### src/rtl/simple_deadapter.sv
// Width down-converter: one 2*WIDTH_DOUT-bit word in, two WIDTH_DOUT-bit words out,
// upper half first. A word flagged din_half emits only its upper half.
module simple_deadapter #(
  parameter int WIDTH_DOUT = 8
) (
  input  logic                    clk,
  input  logic                    rst,
  input  logic                    din_vld,
  output logic                    din_rdy,
  input  logic [2*WIDTH_DOUT-1:0] din,
  input  logic                    din_half,
  output logic                    dout_vld,
  input  logic                    dout_rdy,
  output logic [WIDTH_DOUT-1:0]   dout,
  output logic                    dout_hi,
  output logic                    dout_last
);

  typedef enum logic [1:0] {
    EMPTY = 2'd0,
    HI    = 2'd1,
    LO    = 2'd2
  } state_t;

  state_t                  state_q, state_d;
  logic [2*WIDTH_DOUT-1:0] buf_q, buf_d;
  logic                    half_q, half_d;
  logic                    fire_s;
  logic                    accept_s;

  // Output decode straight from the holding register and state
  always_comb begin
    dout_vld  = 1'b0;
    dout      = '0;
    dout_hi   = 1'b0;
    dout_last = 1'b0;
    case (state_q)
      EMPTY: begin
        dout_vld = 1'b0;
      end
      HI: begin
        dout_vld  = 1'b1;
        dout      = buf_q[2*WIDTH_DOUT-1:WIDTH_DOUT];
        dout_hi   = 1'b1;
        dout_last = half_q;
      end
      LO: begin
        dout_vld  = 1'b1;
        dout      = buf_q[WIDTH_DOUT-1:0];
        dout_last = 1'b1;
      end
      default: begin
        dout_vld = 1'b0;
      end
    endcase
  end

  // Ready passes through from dout_rdy only when the final narrow word leaves,
  // so a new word can load in the same cycle without a bubble.
  assign fire_s   = dout_vld & dout_rdy;
  assign din_rdy  = ~rst & ((state_q == EMPTY) | (fire_s & dout_last));
  assign accept_s = din_vld & din_rdy;

  // Next-state and holding-register load
  always_comb begin
    state_d = state_q;
    buf_d   = buf_q;
    half_d  = half_q;
    if (accept_s) begin
      buf_d  = din;
      half_d = din_half;
    end else begin
      buf_d  = buf_q;
      half_d = half_q;
    end
    case (state_q)
      EMPTY: begin
        if (accept_s) state_d = HI;
        else          state_d = EMPTY;
      end
      HI: begin
        if (!fire_s)       state_d = HI;
        else if (!half_q)  state_d = LO;
        else if (accept_s) state_d = HI;
        else               state_d = EMPTY;
      end
      LO: begin
        if (!fire_s)       state_d = LO;
        else if (accept_s) state_d = HI;
        else               state_d = EMPTY;
      end
      default: begin
        state_d = EMPTY;
      end
    endcase
  end

  // State and buffer registers
  always_ff @(posedge clk or posedge rst) begin
    if (rst) begin
      state_q <= EMPTY;
      buf_q   <= '0;
      half_q  <= 1'b0;
    end else begin
      state_q <= state_d;
      buf_q   <= buf_d;
      half_q  <= half_d;
    end
  end

endmodule

### config.mk
export PLATFORM = sky130hd
export DESIGN_NAME = simple_deadapter
export DESIGN_NICKNAME = d
export VERILOG_FILES = /design/src/rtl/simple_deadapter.sv
export SDC_FILE = /design/constraint.sdc
export NUM_CORES = 1
export LEC_CHECK = 0
export ABC_AREA = 1
export CORE_UTILIZATION = 47
export CTS_BUF_LIST = sky130_fd_sc_hd__clkbuf_2
export CTS_CLUSTER_SIZE = 10
export DETAILED_ROUTE_END_ITERATION = 12
export GPL_TIMING_DRIVEN = 0
export HOLD_SLACK_MARGIN = 0.15
export PLACE_DENSITY = 0.81
export SYNTH_ARGS = -nofsm -noshare
export SYNTH_HDL_FRONTEND = slang
export SYNTH_SLANG_ARGS = --single-unit
### constraint.sdc
create_clock -name clk -period 1.7 [get_ports clk]
set_input_delay 0.34 -clock clk [delete_from_list [all_inputs] [get_ports clk]]
set_output_delay 0.34 -clock clk [all_outputs]
set_load 0.1 [all_outputs]
==> impl_metrics.json, run 1 <==
{
  "start_util_pct": 51.1,
  "antenna_cells": 0,
  "via_count": 1224,
  "dpl_worst_slack_ns": -0.979,
  "clockPowerShare_pct": 5.0,
  "status": "complete, but fails checks",
  "violations": "negative setup slack",
  "drv_cap": 0,
  "io_pins": 33,
  "dp_hpwl_um": 1930,
  "ys_types": 19,
  "die_x_um": 48.9,
  "cp-end-kind": "output pin",
  "holdCritStartpoint": "din_vld",
  "area_growth_pct": 88.3,
  "reg2reg_slack_ns": -0.18,
  "final_max_slew_viol_count": 0,
  "gp_congestion": 0.797,
  "p_comb_share_pct": 73.8,
  "critPathMaxFanout": 9,
  "grt_usage_pct": 31.2,
  "final_nets": 200,
  "synth_area_per_cell_um2": 8.27,
  "die_area_um2": 2390,
  "synth_seq_cells": 19,
  "cp.arrival_ns": 1.76,
  "synth_warnings": 0,
  "nFillCells": 45,
  "rsz0062_at_grt": "yes",
  "max_slew_margin_pct": 64.5,
  "numClockSinks": 19,
  "leakage_uw": 0.000880,
  "route.detailed.drc": 0,
  "grt_pass1_wl_um": 5470,
  "setup_viol": 29,
  "fin_worst_skew_ns": 0.00610,
  "hold_end": "buf_q[10]$_DFFE_PP0N_",
  "drive_gt1_share_pct": 43.7,
  "setup_slack_ns": -0.405,
  "fin_crit_ns": 2.10,
  "cts.root.buffer_cell": "clkbuf_2",
  "vias_per_cell": 6.09,
  "detailedRoute.firstPassIterationCount": 4,
  "insertion_delay_ns": 0.33,
  "cts_max_level": 1,
  "wl_per_cell_um": 22.7,
  "mostFrequentLayoutCells": "nand2_1 (38), dfrtp_1 (19), clkdlybuf4s50_1 (19), nand4_1 (17), buf_12 (13)",
  "num_rows": 16,
  "syn-cell-area_um2": 1030,
  "hold_viol": 0,
  "port_buffers": 31,
  "grt_pass1_vias": 1136,
  "ctsLongestPathBuffers": 2,
  "cts_tree": "yes",
  "seqPwrFrac_pct": 21.2,
  "ir_worst_vdd_uv": 1950,
  "min_period_over_period_pct": 124,
  "grt_antenna_before_repair": 0,
  "r2r_cells": 11,
  "syn_nets": 150,
  "clk_pin_slew_ns": 0.20,
  "worst-setup-path-type": "flop to output pin",
  "critPathRequiredTime_ns": 1.36,
  "max_freq_mhz": 475,
  "worstSetupStartpointType": "flop",
  "tns_ns": -6.15,
  "p_per_area_nw_per_um2": 2150,
  "r2r_start": "state_q[1]$_DFF_PP0_",
  "cts_made_buffers": 3,
  "total_power_uw": 4180,
  "core-area_um2": 2020,
  "grt_max_degree": 29,
  "tightest_slew_ns": 0.533,
  "ant_nets": 0,
  "layout_commonest_cell": "nand2_1",
  "wl_um": 4560,
  "switchingPower_uw": 2310,
  "yosysSeqAreaShare_pct": 46.0,
  "p_int_uw": 1880,
  "holdPathStages": 3,
  "die_h_um": 48.9,
  "grt_overflow": 0,
  "r2r-end": "buf_q[13]$_DFFE_PP0N_",
  "min_path_type": "input port to flop",
  "swShare_pct": 55.1,
  "synth_cells": 125,
  "drtIter0Drc": 44,
  "fin_hold_ws_ns": 0.369
}
==> area by class of cell <==
cell class | count | area, um2 | share of cell area (%)
tap | 27 | 33.8 | 1.74
clock inverter | 1 | 5.00 | 0.257
timing repair buffer | 45 | 584 | 30.0
clock buffer | 3 | 15.0 | 0.772
inverter | 6 | 37.5 | 1.93
multi-input combinational | 93 | 719 | 37.0
sequential | 19 | 475 | 24.4
buffer | 7 | 75.1 | 3.86
==> cells in the mapped netlist, drive strengths merged <==
master | n | area [um2]
nand2 | 56 | 225
ha | 4 | 50.1
clkinv | 1 | 3.75
nor2 | 1 | 3.75
inv | 5 | 21.3
dfrtp | 19 | 475
a21oi | 12 | 63.8
or2 | 1 | 6.26
clkbuf | 2 | 7.51
nand4 | 17 | 106
nand3 | 2 | 35.0
buf | 5 | 35.0
==> per-stage QoR <==
stage	instance area, um2	utilization (%)	instances
floorplan	1200	-	125
global placement	1550	76.4	183
detailed placement	1550	76.4	183
CTS	1770	87.4	190
global route	1950	96.2	201
finish	1950	96.2	201
==> cells by family (layout without fill, tap and decap cells) <==
kind of cell / after synthesis / count (layout) / synth area share [%]
AO/OA/AOI/OAI: 12 / 12 / 6.17
adder cells (fa/ha/maj): 4 / 4 / 4.84
AND/OR/NAND/NOR: 77 / 77 / 36.4
flip-flops: 19 / 19 / 46.0
buffers and inverters: 13 / 62 / 6.54
==> registers in the layout, indices dropped and copies added, names as in the netlist <==
name / flops
buf_q: 16
state_q: 2
half_q: 1
==> power groups by stage <==
stage                     Clock (uW)  Sequential (uW)  Combinational (uW)
after floorplan                    0              770                1820
after global placement             0              795                2160
after detailed placement           0              804                2200
after CTS                        204              818                2670
after global routing             212              896                3190
final                            209              889                3090
==> metal layers <==
layer  wire length, um  GRT usage, %  vias up  part of all wire [%]
met5                 0             0        -                     0
met4               325          18.6        0                   7.1
met3               318          4.36       26                   7.0
met2              2290          50.5       89                    50
met1              1630          39.7      588                    36
li1                  -             -      521                     -
==> worst max-delay path by stage <==
| stage | from | end | slack [ns] | cells past startpoint |
|---|---|---|---|---|
| after global placement | state_q[0]$_DFF_PP0_ | din_rdy | -0.94 | 8 |
| after detailed placement | state_q[0]$_DFF_PP0_ | din_rdy | -0.98 | 8 |
| after global routing | state_q[0]$_DFF_PP0_ | dout[6] | -0.42 | 7 |
| after CTS | state_q[0]$_DFF_PP0_ | din_rdy | -0.33 | 8 |
| final | state_q[1]$_DFF_PP0_ | dout[6] | -0.40 | 5 |
| after floorplan | state_q[0]$_DFF_PP0_ | dout[0] | -0.36 | 4 |
==> critical path, cell delays in order, from the launching register on <==
cell and delay (ns):
dfrtp_1 0.47, inv_2 0.10, ha_4 0.36, clkinv_8 0.13, a21oi_4 0.17, buf_12 0.19
==> timing repair <==
| action | in CTS | in global routing |
|---|---|---|
| pin swaps | 10 | 12 |
| endpoints found under the hold margin | 0 | 0 |
| cloned | 1 | 1 |
| endpoints found under the setup margin | 49 | 30 |
| setup buffers | 2 | 10 |
| hold buffers | 0 | 0 |
| gates resized for setup | 122 | 20 |
Power figures use the tool's default switching activity.
==> inputs of run 2 (changes only) <==
--- a/config.mk
+++ b/config.mk
@@ -12,7 +12,7 @@
 export DETAILED_ROUTE_END_ITERATION = 12
 export GPL_TIMING_DRIVEN = 0
 export HOLD_SLACK_MARGIN = 0.15
-export PLACE_DENSITY = 0.81
+export PLACE_DENSITY = 0.83
 export SYNTH_ARGS = -nofsm -noshare
 export SYNTH_HDL_FRONTEND = slang
 export SYNTH_SLANG_ARGS = --single-unit
==> impl_metrics.json, run 2 (synthesis gave the netlist of run 1 again) <==
{
  "max_slew_margin_pct": 66.6,
  "gp_congestion": 0.800,
  "mostFrequentLayoutCells": "nand2_1 (48), dfrtp_1 (19), clkdlybuf4s50_1 (19), nand4_1 (17), buf_12 (14)",
  "antenna_cells": 0,
  "p_per_area_nw_per_um2": 2230,
  "insertion_delay_ns": 0.35,
  "io_pins": 33,
  "leakage_uw": 0.000824,
  "layout_commonest_cell": "nand2_1",
  "worstSetupStartpointType": "flop",
  "die_area_um2": 2390,
  "route.detailed.drc": 0,
  "instances_no_fill": 199,
  "rsz0062_at_grt": "yes",
  "die_h_um": 48.9,
  "min_path_type": "input port to flop",
  "min_period_over_period_pct": 128,
  "cts_tree": "yes",
  "cts_max_level": 1,
  "ant_nets": 0,
  "start_util_pct": 51.1,
  "largest_reg_flops": 16,
  "dpl_worst_slack_ns": -0.996,
  "via_count": 1276,
  "drive_gt1_share_pct": 37.2,
  "max_freq_mhz": 460,
  "cts.root.buffer_cell": "clkbuf_2",
  "drtIter0Drc": 79,
  "reg2reg_slack_ns": -0.05,
  "wl_um": 4600,
  "cp.buffers_inverters": 4,
  "grt_usage_pct": 32.2,
  "clk_pin_slew_ns": 0.21,
  "num_rows": 16,
  "critPathSlowestCell": "dfrtp_1",
  "vias_per_cell": 6.41,
  "detailedRoute.firstPassIterationCount": 5,
  "status": "complete, but fails checks",
  "port_buffers": 31,
  "top_register": "buf_q",
  "area_growth_pct": 83.2,
  "hold_viol": 0,
  "cts_made_buffers": 3,
  "cpPeakStageDelay_ns": 0.45,
  "grt_antenna_before_repair": 0,
  "worst-setup-path-type": "flop to output pin",
  "dp_hpwl_um": 1940,
  "grt_overflow": 0,
  "ir_worst_vdd_uv": 1720,
  "reg_top3": "buf_q: 16 flops, state_q: 2 flops, half_q: 1 flops",
  "dp.cells": 183,
  "setup_slack_ns": -0.476,
  "tns_ns": -4.88,
  "ctsLongestPathBuffers": 2,
  "final_max_slew_viol_count": 0,
  "grt_max_degree": 29,
  "cp.arrival_ns": 1.84,
  "violations": "negative setup slack",
  "drv_cap": 0,
  "tightest_slew_ns": 0.501,
  "fin_worst_skew_ns": 0.00132,
  "fin_crit_ns": 2.18,
  "grt_pass1_wl_um": 5730,
  "numClockSinks": 19,
  "total_power_uw": 4220,
  "die_x_um": 48.9,
  "wl_per_cell_um": 23.1,
  "grt_pass1_vias": 1167,
  "final_nets": 198,
  "critPathMaxFanout": 5,
  "cpLargestDelayFamily": "buffers and inverters",
  "fin_hold_ws_ns": 0.312,
  "crit_chain": "buf_4 > ha_4 > buf_8 > inv_6 > nand2_4 > nand3_4 > a21oi_4 > buf_12",
  "setup_viol": 25,
  "cp-end-kind": "output pin",
  "critPathRequiredTime_ns": 1.36,
  "core-area_um2": 2020
}
==> run 2: changes by cell type in the layout (fill, tap and decap cells not counted), moves of 3 or more <==
cell,previous run,this run
nand2_4,9,2
buf_6,4,1
nand2_2,8,5
nand2_1,38,48
==> run 2: final cells by class <==
| type | instances | area, um2 |
|---|---|---|
| Buffer | 7 | 78.8 |
| Clock buffer | 3 | 15.0 |
| Clock inverter | 1 | 5.00 |
| Fill cell | 67 | 129 |
| Inverter | 6 | 40.0 |
| Multi-Input combinational cell | 93 | 669 |
| Sequential cell | 19 | 475 |
| Tap cell | 27 | 33.8 |
| Timing Repair Buffer | 42 | 559 |
| Timing Repair inverter | 1 | 16.3 |
==> run 2: per-stage QoR <==
| step | instance area (um2) | utilization [%] |
|---|---|---|
| 4_1_cts | 1810 | 89.5 |
| 2_1_floorplan | 1200 | - |
| 3_5_place_dp | 1550 | 76.4 |
| 5_1_grt | 1890 | 93.6 |
| 6_report | 1890 | 93.6 |
| 3_3_place_gp | 1550 | 76.4 |
==> run 2: worst paths after layout <==
| kind | startpoint | end | cells after the start |
|---|---|---|---|
| max in group asynchronous | rst | buf_q[2]$_DFFE_PP0N_ | 3 |
| worst min register to register | buf_q[9]$_DFFE_PP0N_ | buf_q[9]$_DFFE_PP0N_ | 2 |
| worst max register to register | state_q[1]$_DFF_PP0_ | buf_q[12]$_DFFE_PP0N_ | 11 |
| min in group asynchronous | rst | state_q[0]$_DFF_PP0_ | 3 |
| worst max-delay path | state_q[1]$_DFF_PP0_ | din_rdy | 8 |
| worst min-delay path | din_vld | buf_q[14]$_DFFE_PP0N_ | 3 |
==> run 2: routing by layer <==
layer	wire [um]	vias up	track usage [%]
li1	-	514	-
met1	1570	594	40.3
met2	2250	138	56.7
met3	460	30	2.49
met4	323	0	13.7
met5	0	-	0
==> run 2: timing repair <==
| item | CTS | global route |
|---|---|---|
| hold buffers | 0 | 0 |
| setup endpoints to repair | 49 | 30 |
| gates cloned | 2 | 1 |
| buffers inserted | 6 | 3 |
| resized for setup | 118 | 6 |
| pin swaps | 9 | 2 |
==> run 2: tightest hold or removal path, delay by kind of cell <==
kind                   cells  cell delay, ns
buffers and inverters      1            0.17
AND/OR/NAND/NOR            2            0.16
==> run 2: power by group <==
part | internal, uW | leakage, uW | switching [uW]
logic | 1190 | 0.000570 | 1970
registers | 659 | 0.000237 | 180
clock network | 53.3 | 0.0000164 | 173
total | 1900 | 0.000824 | 2320
